## config.mk

```make
export PLATFORM = sky130hd
export DESIGN_NAME = rf_port_arbiter
export DESIGN_NICKNAME = d
export VERILOG_FILES = /design/src/rtl/rf_port_arbiter.sv
export SDC_FILE = /design/constraint.sdc
export NUM_CORES = 1
export LEC_CHECK = 0
export CELL_PAD_IN_SITES_DETAIL_PLACEMENT = 0
export CELL_PAD_IN_SITES_GLOBAL_PLACEMENT = 1
export CORE_AREA = 2 2 153 155
export CTS_CLUSTER_SIZE = 25
export DETAILED_ROUTE_END_ITERATION = 16
export DIE_AREA = 0 0 155 157
export DONT_BUFFER_PORTS = 1
export GPL_TIMING_DRIVEN = 1
export MAX_ROUTING_LAYER = met4
export PLACE_DENSITY_LB_ADDON = 0.05
export SLEW_MARGIN = 20
export SYNTH_ARGS = -nofsm -noshare
export SYNTH_HDL_FRONTEND = slang
export SYNTH_SLANG_ARGS = --single-unit
```

## constraint.sdc

```tcl
create_clock -name clk -period 5.3 [get_ports clk]
set_input_delay 1.59 -clock clk [delete_from_list [all_inputs] [get_ports clk]]
set_output_delay 1.59 -clock clk [all_outputs]
set_load 0.01 [all_outputs]
```

## src/rtl/rf_port_arbiter.sv

```systemverilog
// Round-robin arbiter mapping three requesters onto a 2-read/2-write register file.
// Grants are combinational; read data returns one cycle later through a per-port tag.
module rf_port_arbiter #(
  parameter int addrsize = 5,
  parameter int nreq     = 3
) (
  input  logic                     clk,
  input  logic                     rst,
  input  logic                     hold,
  input  logic [nreq-1:0]          rreq,
  input  logic [nreq*addrsize-1:0] raddr,
  output logic [nreq-1:0]          rgnt,
  output logic [nreq-1:0]          rvalid,
  output logic [nreq*32-1:0]       rdata,
  input  logic [nreq-1:0]          wreq,
  input  logic [nreq*addrsize-1:0] waddr,
  input  logic [nreq*32-1:0]       wdata,
  output logic [nreq-1:0]          wgnt,
  output logic [addrsize-1:0]      ra0,
  output logic [addrsize-1:0]      ra1,
  output logic [1:0]               read,
  input  logic [31:0]              rd0,
  input  logic [31:0]              rd1,
  output logic [addrsize-1:0]      wa0,
  output logic [addrsize-1:0]      wa1,
  output logic [31:0]              wd0,
  output logic [31:0]              wd1,
  output logic [1:0]               write
);

  typedef struct packed {
    logic       vld;
    logic [1:0] idx;
  } tag_t;

  logic [1:0]          rptr_q, rptr_d;
  logic [1:0]          wptr_q, wptr_d;
  tag_t                rtag_q [2];
  tag_t                rtag_d [2];
  logic [31:0]         rdata_q [3];
  logic [31:0]         rdata_d [3];
  logic [addrsize-1:0] raddr_a [3];
  logic [addrsize-1:0] waddr_a [3];
  logic [31:0]         wdata_a [3];
  logic                en;

  function automatic logic [1:0] inc3(input logic [1:0] x);
    return (x == 2'd2) ? 2'd0 : x + 2'd1;
  endfunction

  assign en = rst & ~hold;

  always_comb begin
    for (int unsigned r = 0; r < 3; r++) begin
      raddr_a[r] = raddr[r*addrsize +: addrsize];
      waddr_a[r] = waddr[r*addrsize +: addrsize];
      wdata_a[r] = wdata[r*32 +: 32];
    end
  end

  always_comb begin : read_arb
    logic [1:0] idx;
    logic [1:0] cnt;
    rgnt      = '0;
    read      = '0;
    ra0       = '0;
    ra1       = '0;
    rptr_d    = rptr_q;
    rtag_d[0] = '0;
    rtag_d[1] = '0;
    idx       = rptr_q;
    cnt       = '0;
    for (int unsigned k = 0; k < 3; k++) begin
      if (en && rreq[idx] && cnt != 2'd2) begin
        rgnt[idx]         = 1'b1;
        read[cnt[0]]      = 1'b1;
        rtag_d[cnt[0]]    = {1'b1, idx};
        if (cnt == 2'd0) ra0 = raddr_a[idx];
        else             ra1 = raddr_a[idx];
        rptr_d = inc3(idx);
        cnt    = cnt + 2'd1;
      end
      idx = inc3(idx);
    end
  end

  always_comb begin : write_arb
    logic [1:0] idx;
    logic       first;
    logic       stop;
    wgnt   = '0;
    write  = '0;
    wa0    = '0;
    wa1    = '0;
    wd0    = '0;
    wd1    = '0;
    wptr_d = wptr_q;
    idx    = wptr_q;
    first  = 1'b0;
    stop   = 1'b0;
    for (int unsigned k = 0; k < 3; k++) begin
      if (en && wreq[idx] && !stop) begin
        if (!first) begin
          wgnt[idx] = 1'b1;
          write[0]  = 1'b1;
          wa0       = waddr_a[idx];
          wd0       = wdata_a[idx];
          wptr_d    = inc3(idx);
          first     = 1'b1;
        end else begin
          // A second candidate hitting the same address is dropped, not skipped past.
          if (waddr_a[idx] != wa0) begin
            wgnt[idx] = 1'b1;
            write[1]  = 1'b1;
            wa1       = waddr_a[idx];
            wd1       = wdata_a[idx];
            wptr_d    = inc3(idx);
          end
          stop = 1'b1;
        end
      end
      idx = inc3(idx);
    end
  end

  always_comb begin
    rvalid = '0;
    for (int unsigned r = 0; r < 3; r++) rdata_d[r] = rdata_q[r];
    if (rtag_q[0].vld) begin
      rvalid[rtag_q[0].idx]  = 1'b1;
      rdata_d[rtag_q[0].idx] = rd0;
    end
    if (rtag_q[1].vld) begin
      rvalid[rtag_q[1].idx]  = 1'b1;
      rdata_d[rtag_q[1].idx] = rd1;
    end
    for (int unsigned r = 0; r < 3; r++) rdata[r*32 +: 32] = rdata_d[r];
  end

  always_ff @(posedge clk or negedge rst) begin
    if (!rst) begin
      rptr_q    <= '0;
      wptr_q    <= '0;
      rtag_q[0] <= '0;
      rtag_q[1] <= '0;
      for (int unsigned r = 0; r < 3; r++) rdata_q[r] <= '0;
    end else begin
      rptr_q    <= rptr_d;
      wptr_q    <= wptr_d;
      rtag_q[0] <= rtag_d[0];
      rtag_q[1] <= rtag_d[1];
      for (int unsigned r = 0; r < 3; r++) rdata_q[r] <= rdata_d[r];
    end
  end

endmodule

```

==> results of run 1 <==
==> synth_stat cells, types with 2 or more instances <==
cell type,n
a211oi_1,4
a211oi_2,2
a21oi_1,162
a22o_1,2
a22oi_1,3
a31oi_1,5
a32o_1,2
and3b_1,3
buf_1,18
buf_2,18
buf_4,3
buf_6,4
clkbuf_1,78
dfrtp_1,106
ha_1,3
inv_1,6
mux2_2,9
mux2i_1,184
nand2_1,170
nand2b_1,17
nand3_1,6
nand3b_1,5
nand4_1,2
nor2_1,133
nor2b_1,41
nor3_1,3
nor3b_1,4
nor4bb_1,2
o211ai_1,2
o21a_1,4
o21ai_0,157
o21ai_1,3
o22ai_1,50
o32ai_1,33
or3_1,3
xnor2_1,5
xor2_1,4
==> per-stage QoR <==
step / setup WS, ps / power (mW) / cells
finish: 23.3 / 5.62 / 1535
global route: -71.4 / 6.07 / 1535
CTS: 19.9 / 5.59 / 1531
detailed placement: 23.8 / 4.93 / 1515
global placement: 65.4 / 4.92 / 1515
floorplan: 6.40 / 4.13 / 1288
==> cell families after synthesis <==
| kind of cell | count (synthesis) | share of synthesized area (%) |
|---|---|---|
| muxes | 196 | 20.6 |
| buffers and inverters | 128 | 5.64 |
| DFF | 106 | 27.5 |
| AOI/OAI and AO/OA | 450 | 27.0 |
| and+or+nand+nor | 396 | 18.0 |
| adders and majority gates | 3 | 0.389 |
| xor gates and xnor gates | 9 | 0.817 |
==> routing by layer <==
| metal | up-vias | routed length [um] | track usage, % |
|---|---|---|---|
| met5 | - | 0 | - |
| met4 | 0 | 607 | 5.91 |
| met3 | 33 | 3060 | 8.26 |
| met2 | 345 | 16000 | 43.8 |
| met1 | 4278 | 13000 | 29.4 |
| li1 | 4556 | - | - |
==> worst max-delay path, stage by stage <==
cell and delay, ps:
mux2_2 270, mux2i_4 220, o2bb2ai_1 140, a211oi_2 250, o2111a_1 210, a21boi_2 180
nand2_1 100, o211ai_4 260, buf_12 190, o32ai_1 100, buf_4 170
==> sequential cells by signal (all words and copies together) (netlist names) <==
register and flops:
rdata_q 96, rptr_q 2, rtag_q 6, wptr_q 2
==> what timing repair did <==
item / 4_1_cts / 5_1_grt
setup buffers: 0 / 3
hold buffers: 0 / 0
gates resized for setup: 0 / 6
setup endpoints to repair: 0 / 24
==> power by group <==
part / total [mW] / leakage [nW] / internal [mW] / switching, mW
combinational: 3.56 / 2.90 / 1.26 / 2.29
clock: 0.652 / 0.138 / 0.331 / 0.322
sequential: 1.41 / 1.26 / 1.21 / 0.195
==> how the worst min path moves through the flow <==
stage	start	to	slack [ps]
6_report	rdata_q[71]	rdata_q[71]	750
5_1_grt	rdata_q[82]	rdata_q[82]	770
4_1_cts	rdata_q[36]	rdata_q[36]	750
3_5_place_dp	rdata_q[42]	rdata_q[42]	740
3_3_place_gp	rdata_q[43]	rdata_q[43]	730
2_1_floorplan	rdata_q[64]	rdata_q[64]	690
==> cell type report <==
class | count | area (um2)
clock buffer | 10 | 229
clock inverter | 6 | 56.3
fill | 2272 | 12000
inverter | 7 | 26.3
multi-input combinational | 1054 | 6540
sequential | 106 | 2660
tap | 285 | 357
timing repair buffer | 67 | 608
==> impl_metrics.yaml, run 1 <==
power_and_ir_drop:
  worst_ir_drop_on_vdd_uv: 527
  powerDensity_nw_per_um2: 536
  power.static_leakage_nw: 4.29
global_route:
  global_route_congestion_overflow_total: 0
  grt_pass1_wl_um: 48600
  grt_max_degree: 198
  first_global_vias: 8450
  grt_antenna_before_repair: 0
  gr-usage-all-layers_pct: 25.6
flow_run:
  cap_violations: 0
floorplanning:
  die_area_um2: 24300
  placeableCoreArea_um2: 22500
  die_w_um: 155
  fp-row-count: 55
  initial_core_util_pct: 42.9
  design.portCount: 392
  die_height_um: 157
status:
  status: "finished clean"
worst_hold_path:
  hp-class: "register to register"
  timing.hold.worst_path_depth: 2
critical_path:
  startpoint_type: "input port"
  crit_path_end_kind: "output port"
  worstReg2RegEnd: "wptr_q[0]"
  flop_to_flop_setup_slack_ps: 2230
  critical_path.reg2reg.startpoint: "wptr_q[0]"
  r2r.worst_path.cells: 11
  worstPathMaxFanout: 14
  cp.required_ps: 3710
  cp-endpoint: "wd1[21]"
  startpoint: "waddr[4]"
  critical_path_class: "input port to output port"
  worst_ep_arrival_time_ps: 3690
placed_design:
  port_buffers: 0
  gp_routability_congestion: 0.912
  place_area_um2: 10100
  hpwlAfterDp_um: 23700
clock_tree:
  cts_tree: "done"
  clock_tree.buffer_depth: 2
  clock-sinks: 106
  cts_root_buffer: "clkbuf_16"
  numCtsBuffers: 9
  worst_skew_pair.late_latency_ps: 350
  worst_path_clk_slew_ps: 80
  htreeDepth: 3
synthesis:
  top_ff_cell_synth: "dfrtp_1"
  synthDominantCellAreaShare_pct: 27.5
  yosys.cell_types.count: 69
  ys_ff_latch: 106
  synthesis.instances: 1288
  post_synthesis_sequential_area_ratio_pct: 27.5
  async_flop_share_pct: 100
  synthTopCellsByArea: "dfrtp_1 27%, mux2i_1 19%, a21oi_1 8.4%, o21ai_0 8.1%, nand2_1 6.6%"
  synth_area_per_cell_um2: 7.49
  net_count_after_synthesis: 1490
  synthDominantAreaCellType: "dfrtp_1"
  synth.cell_area_um2: 9650
  synth_warnings: 0
  count_of_flip_flops_with_a_built_in_enable_after_synthesis: 0
layout:
  finish.utilization_pct: 46.5
  final_layout_size_suffix_gt1_share_pct: 9.28
  num_antenna_cells: 0
  layout.cells.most_common: "mux2i_1"
  finalInstanceArea_um2: 10500
  leading_cell_types_in_the_layout_fill_and_taps_excluded: "184 x mux2i_1, 170 x nand2_1, 162 x a21oi_1, 157 x o21ai_0, 132 x nor2_1"
  area_growth_syn_to_layout_pct: 8.53
  num-nets-final: 1447
sta:
  final_hold_viol_count: 0
  finClkSkew_ps: 16.5
  timing.hold.ws_ps: 747
  rsz_0062_raised_after_global_routing: "yes"
  post-route-period-util_pct: 99.6
  worst_slew_pin_tran_ps: 771
  totalNegativeSetupSlack_ps: 0
  relSlewSlack_pct: 48.5
  max_freq_mhz: 190
  setup_viol: 0
  report.final.slew_viol_count: 0
  final.min_clock_period_ps: 5280
routing:
  wl_per_cell_um: 21.2
  vias: 9212
  final_antenna_net_count: 0
  drtIter0Drc: 537
  firstDrtPassIters: 5
  drt_total_wl_um: 32600
  remaining_design_rule_violation_count: 0
  drt-vias-per-instance: 6.00
No activity file was read; power rests on OpenSTA's default activity.
==> run 2, diff against run 1 <==
- ABC_AREA: not set -> 1
- CORE_AREA: 2 2 153 155 -> 2 2 151 153
- DIE_AREA: 0 0 155 157 -> 0 0 153 155
==> run 2 against run 1 <==
- via count is 5.1% higher
- synthesized cell count rose by 4.7%
- total power up 5.0%
- combinational power rose by 8.7%
- worst hold slack worse by 130 ps
- wire length rose by 4.8%
- design area decreased by 7.0%
- area after synthesis shrank 6.9%
- maximum frequency up 2.4%
- critical endpoint is now wd1[9]
- largest power group unchanged
- highest routed layer unchanged
==> impl_metrics.yaml, run 2 <==
critical_path:
  worst_path_most_repeated_cell: "nand3_1"
  worst_ep_arrival_time_ps: 3560
  cp_slowest_stage_delay_ps: 220
  cp.required_ps: 3710
  critical-path-slowest-cell: "nor2_1"
  critical_path.n_buffers_inverters: 4
  critical_path_class: "input port to output port"
  startpoint_type: "input port"
  path_cells: "inv_1 -> nor2_1 -> buf_4 -> nand2_1 -> nor2_4 -> nand3_1 -> nand3_1 -> nand2_1 -> nor2_1 -> nand3_1 -> nand2_2 -> buf_12 -> o21ai_1 -> buf_4"
  cpLargestDelayFamily: "simple AND/OR/NAND/NOR gates"
  worstPathMaxFanout: 107
  crit_path_end_kind: "output port"
sta:
  totalNegativeSetupSlack_ps: 0
  finClkSkew_ps: 9.09
  worst_slew_pin_tran_ps: 823
  report.final.slew_viol_count: 0
  max_freq_mhz: 194
  final_hold_viol_count: 0
  post-route-period-util_pct: 97.2
  final.min_clock_period_ps: 5150
  rsz_0062_raised_after_global_routing: "no"
  setup_viol: 0
  relSlewSlack_pct: 45.1
floorplanning:
  die_height_um: 155
  initial_core_util_pct: 40.4
  fp-row-count: 55
  design.portCount: 392
  placeableCoreArea_um2: 22200
  die_area_um2: 23700
  die_w_um: 153
synthesis:
  synthSimpleGateAreaFrac_pct: 22.7
  synthTopCellsByArea: "dfrtp_1 30%, nand2_1 13%, inv_1 7.0%, o21ai_0 6.0%, o211ai_1 5.6%"
  synthMuxAreaShare_pct: 0
  largest_family_of_logic_cells_by_synthesized_area: "compound AO/OA/AOI/OAI gates"
  synthDominantCellAreaShare_pct: 29.5
  synth.cell_area_um2: 8990
  ys_ff_latch: 106
  synth_compound_gate_area_share_pct: 34.5
  yosys.cell_types.count: 41
  yosys.cell_count.top_type: "nand2_1"
  synth_warnings: 0
  post_synthesis_sequential_area_ratio_pct: 29.5
  synth_area_per_cell_um2: 6.67
  synth_xor_xnor_area_share_pct: 0
  net_count_after_synthesis: 1550
  synthesis.instances: 1348
  yosys.area_share.adder_pct: 0.418
  synth_common_cells: "300 x nand2_1, 168 x inv_1, 113 x nor2_1, 108 x o21ai_0, 106 x dfrtp_1"
  top_ff_cell_synth: "dfrtp_1"
  synthDominantAreaCellType: "dfrtp_1"
  async_flop_share_pct: 100
  count_of_flip_flops_with_a_built_in_enable_after_synthesis: 0
placed_design:
  dpl.cell_count: 1601
  port_buffers: 0
  hpwlAfterDp_um: 24300
  gp_routability_congestion: 0.916
layout:
  final_layout_size_suffix_gt1_share_pct: 10.4
  multi_input_area_um2: 5200
  regMostFlops: "rdata_q"
  area_growth_syn_to_layout_pct: 8.41
  num-nets-final: 1529
  filler_cells: 2362
  finalNonFillerCells: 1617
  layout_top_registers: "rdata_q: 96 flops, rtag_q: 6 flops"
  leading_cell_types_in_the_layout_fill_and_taps_excluded: "299 x nand2_1, 168 x inv_1, 111 x nor2_1, 108 x o21ai_0, 105 x dfrtp_1"
  num_antenna_cells: 0
  layout.cells.most_common: "nand2_1"
  seq_area_um2: 2650
  largest_register_ffs: 96
global_route:
  grt_max_degree: 108
  grt_pass1_wl_um: 52900
  global_route_congestion_overflow_total: 0
  first_global_vias: 8879
  grt_antenna_before_repair: 0
  gr-usage-all-layers_pct: 28.4
power_and_ir_drop:
  internal_power_mw: 2.75
  share_comb_of_total_power_pct: 65.5
  worst_ir_drop_on_vdd_uv: 232
  powerDensity_nw_per_um2: 606
  power_frac_seq_pct: 22.9
  sw_share_pct: 53.3
  clock_power_share_pct: 11.6
  power.static_leakage_nw: 4.63
  total_switching_power_mw: 3.15
routing:
  drt_total_wl_um: 34200
  remaining_design_rule_violation_count: 0
  drtIter0Drc: 811
  wl_per_cell_um: 21.1
  drt-vias-per-instance: 5.99
  final_antenna_net_count: 0
  firstDrtPassIters: 6
  vias: 9683
clock_tree:
  cts_root_buffer: "clkbuf_16"
  postCtsSetupRepairBufs: 0
  hold_buffers: 0
  htreeDepth: 3
  worst_path_clk_slew_ps: 80
  clock_tree.buffer_depth: 2
  cts_tree: "done"
  clock-sinks: 106
  numCtsBuffers: 9
  worst_skew_pair.late_latency_ps: 350
  cts_resized: 0
status:
  status: "finished clean"
flow_run:
  cap_violations: 0
worst_hold_path:
  hp-class: "register to register"
[run 2: cell count changes after synthesis, moves of 50 or more]
| cell | before | now |
|---|---|---|
| nand2_1 | 170 | 300 |
| mux2i_1 | 184 | 0 |
| inv_1 | 6 | 168 |
| a21oi_1 | 162 | 63 |
| o211ai_1 | 2 | 67 |
| a221oi_1 | 0 | 50 |
[run 2: path summary, 6_finish.rpt]
kind | start | end | slack [ps] | depth (start not counted)
setup / recovery | rst | wd1[9] | 150 | 14
hold / removal | rdata_q[82] | rdata_q[82] | 620 | 2
setup reg to reg | rptr_q[0] | rtag_q[4] | 2570 | 14
max in group asynchronous | rst | rdata_q[25] | 4190 | 0
min in group asynchronous | rst | rdata_q[3] | 930 | 0
hold reg to reg | rdata_q[82] | rdata_q[82] | 620 | 2
[run 2: power by group through the flow]
stage               Sequential, mW  Combinational, mW  Clock [mW]
finish                        1.35               3.87       0.685
global route                  1.39               4.30       0.736
CTS                           1.35               3.86       0.702
detailed placement            1.37               3.84           0
global placement              1.36               3.85           0
floorplan                     1.31               2.94           0
[run 2: logic make-up after synthesis]
logic type | Yosys count
AND/OR/NAND/NOR | 493
AO/OA/AOI/OAI | 465
buffers and inverters | 281
flip-flops | 106
adder cells (fa/ha/maj) | 3
[run 2: layer usage]
layer	share of wire, %	track usage, %
met4	2.2	7.14
met2	47	44.3
met5	0	-
met1	41	36.7
met3	9.7	7.80
[run 2: area by class of cell]
| cell class | count | area share [%] |
|---|---|---|
| tap | 285 | 3.66 |
| sequential | 106 | 27.2 |
| clock inverter | 5 | 0.655 |
| clock buffer | 11 | 2.39 |
| inverter | 177 | 6.84 |
| timing repair buffer | 72 | 5.80 |
| multi-input combinational | 961 | 53.4 |
[run 2: worst reg2reg max path, delay by kind of cell, from the launching register on]
kind / cells / cell delay, ps
adder cells (fa/ha/maj): 1 / 170
buffers and inverters: 5 / 780
AO/OA/AOI/OAI: 2 / 360
flip-flops: 1 / 420
AND/OR/NAND/NOR: 6 / 920
[run 2: per-stage QoR]
stage                     worst slack [ps]  power, mW  util, %  hold slack [ps]  cell area [um2]
final                                  147       5.90     43.8              619             9740
after global routing                  3.07       6.43     43.8              647             9740
after CTS                              226       5.91     43.8              620             9740
after detailed placement               242       5.21     42.5              609             9440
after global placement                 254       5.20     42.5              607             9440
after floorplan                        106       4.25        -              585             8990
==> run 3, diff against run 2 <==
- CAP_MARGIN: not set -> 20
- CORE_AREA: 2 2 151 153 -> not set
- CORE_ASPECT_RATIO: not set -> 1.25
- CORE_MARGIN: not set -> 4
- CORE_UTILIZATION: not set -> 40
- DIE_AREA: 0 0 153 155 -> not set
==> run 3 against run 2 <==
- design area grew 0.59%
- via count grew 0.59%
- combinational power is essentially flat
- non-clock buffer count is the same
- clock skew shrank 2.5 ps
- sequential cell count is the same
- cell count shrank 0.12%
- wire length grew 4.0%
- count of clock-buffer cells in the layout is the same
- critical path type unchanged
==> impl_metrics.yaml, run 3 (same netlist as run 2, synthesis figures left out) <==
critical_path:
  cpLargestDelayFamily: "simple AND/OR/NAND/NOR gates"
  cp.required_ps: 3710
  path_cells: "nand3_1 -> nand3_2 -> nand2_4 -> inv_4 -> nand2_2 -> nand2_1 -> nand2_1 -> nor2_1 -> nand2_2 -> nand3_4 -> inv_2 -> nand2_1 -> o21ai_1 -> buf_4"
  worst_path_most_repeated_cell: "nand2_1"
  cp_slowest_stage_delay_ps: 500
  critical_path.n_buffers_inverters: 3
  crit_path_end_kind: "output port"
  critical_path_class: "input port to output port"
  critical-path-slowest-cell: "inv_2"
  worst_ep_arrival_time_ps: 3410
  startpoint_type: "input port"
  worstPathMaxFanout: 31
routing:
  final_antenna_net_count: 0
  wl_per_cell_um: 22.0
  vias: 9740
  drt-vias-per-instance: 6.03
  dr_top_layer: "met4"
  detailed_route_wirelength_on_metal3_um: 3380
  met2_length_um: 17600
  wl_met1_um: 13500
  drt_total_wl_um: 35500
  drtIter0Drc: 566
  firstDrtPassIters: 5
  remaining_design_rule_violation_count: 0
layout:
  num-nets-final: 1529
  finalInstanceArea_um2: 9800
  layout_top_registers: "rdata_q: 96 flops, rtag_q: 6 flops"
  area_growth_syn_to_layout_pct: 9.05
  finish.utilization_pct: 44.1
  finalNonFillerCells: 1615
  leading_cell_types_in_the_layout_fill_and_taps_excluded: "299 x nand2_1, 168 x inv_1, 110 x nor2_1, 108 x o21ai_0, 105 x dfrtp_1"
  filler_cells: 2366
  regMostFlops: "rdata_q"
  largest_register_ffs: 96
  layout.cells.most_common: "nand2_1"
  num_antenna_cells: 0
  final_layout_size_suffix_gt1_share_pct: 10.6
sta:
  final_hold_viol_count: 0
  rsz_0062_raised_after_global_routing: "no"
  totalNegativeSetupSlack_ps: 0
  relSlewSlack_pct: 46.3
  timing.hold.ws_ps: 617
  max_freq_mhz: 200
  finClkSkew_ps: 6.55
  report.final.slew_viol_count: 0
  final.setup.worst_slack_ps: 304
  setup_viol: 0
  post-route-period-util_pct: 94.3
  worst_slew_pin_tran_ps: 805
  final.min_clock_period_ps: 5000
floorplanning:
  fp-row-count: 61
  die_height_um: 176
  initial_core_util_pct: 40.5
  die_area_um2: 24900
  design.portCount: 392
  die_w_um: 142
  placeableCoreArea_um2: 22200
global_route:
  grt_antenna_before_repair: 0
  gr-usage-all-layers_pct: 28.0
  first_global_vias: 9563
  global_route_congestion_overflow_total: 0
  grt_pass1_wl_um: 54900
  grt_max_degree: 108
power_and_ir_drop:
  power_frac_seq_pct: 23.1
  total_switching_power_mw: 3.17
  sw_share_pct: 53.5
  powerDensity_nw_per_um2: 603
  worst_ir_drop_on_vdd_uv: 286
  internal_power_mw: 2.75
  clock_power_share_pct: 11.2
  total_power_consumption_of_the_routed_design_mw: 5.91
  share_comb_of_total_power_pct: 65.7
  power.static_leakage_nw: 4.66
clock_tree:
  worst_skew_pair.late_latency_ps: 350
  cts_root_buffer: "clkbuf_16"
  htreeDepth: 3
  clock-sinks: 106
  clock_tree.buffer_depth: 2
  postCtsSetupRepairBufs: 0
  numCtsBuffers: 9
  hold_buffers: 0
  cts_resized: 0
  worst_path_clk_slew_ps: 70
  cts_tree: "done"
placed_design:
  place_area_um2: 9480
  placement.setup.worst_slack_ps: 47.2
  dpl.cell_count: 1599
  hpwlAfterDp_um: 25800
  port_buffers: 0
  gp_routability_congestion: 0.946
worst_hold_path:
  hp-class: "register to register"
flow_run:
  cap_violations: 0
status:
  status: "finished clean"
==> run 3: power by group through the flow <==
stage	clock (mW)	sequential, mW	combinational (mW)
after floorplan	0	1.31	2.94
after global placement	0	1.37	3.88
after detailed placement	0	1.38	3.87
after CTS	0.685	1.37	3.89
after global routing	0.716	1.41	4.33
final	0.664	1.37	3.88
==> run 3: cell type report <==
| cell class | instances | area [um2] | share of cell area, % |
|---|---|---|---|
| clock inverter | 5 | 46.3 | 0.472 |
| tap | 283 | 354 | 3.61 |
| multi-input combinational | 961 | 5220 | 53.3 |
| inverter | 177 | 667 | 6.80 |
| sequential | 106 | 2650 | 27.1 |
| clock buffer | 11 | 253 | 2.58 |
| timing repair buffer | 72 | 603 | 6.15 |
==> run 3: layer usage <==
metal | track usage (%) | up-vias
met4 | 8.72 | 0
met2 | 47.2 | 465
met3 | 7.73 | 71
met5 | - | -
li1 | - | 4632
met1 | 32.3 | 4572
==> run 3: worst paths after layout <==
path                             start     endpoint  slack (ps)  cells past startpoint
setup / recovery               wreq[2]      wd1[27]         300                     14
hold / removal             rdata_q[79]  rdata_q[79]         620                      2
setup reg to reg             rptr_q[1]    rtag_q[5]        2520                     11
hold reg to reg            rdata_q[79]  rdata_q[79]         620                      2
max in group asynchronous          rst  rdata_q[24]        4170                      0
min in group asynchronous          rst  rdata_q[90]         930                      0
==> run 3: worst reg2reg max path, cell delays in order, from the launching register on <==
cell and delay, ps:
dfrtp_1 500, nor2_1 470, inv_2 70, o22ai_1 220, nor3_4 80, ha_1 200
inv_1 90, nand2_1 100, nor3_4 260, inv_1 140, or2_2 340, nand2_1 210
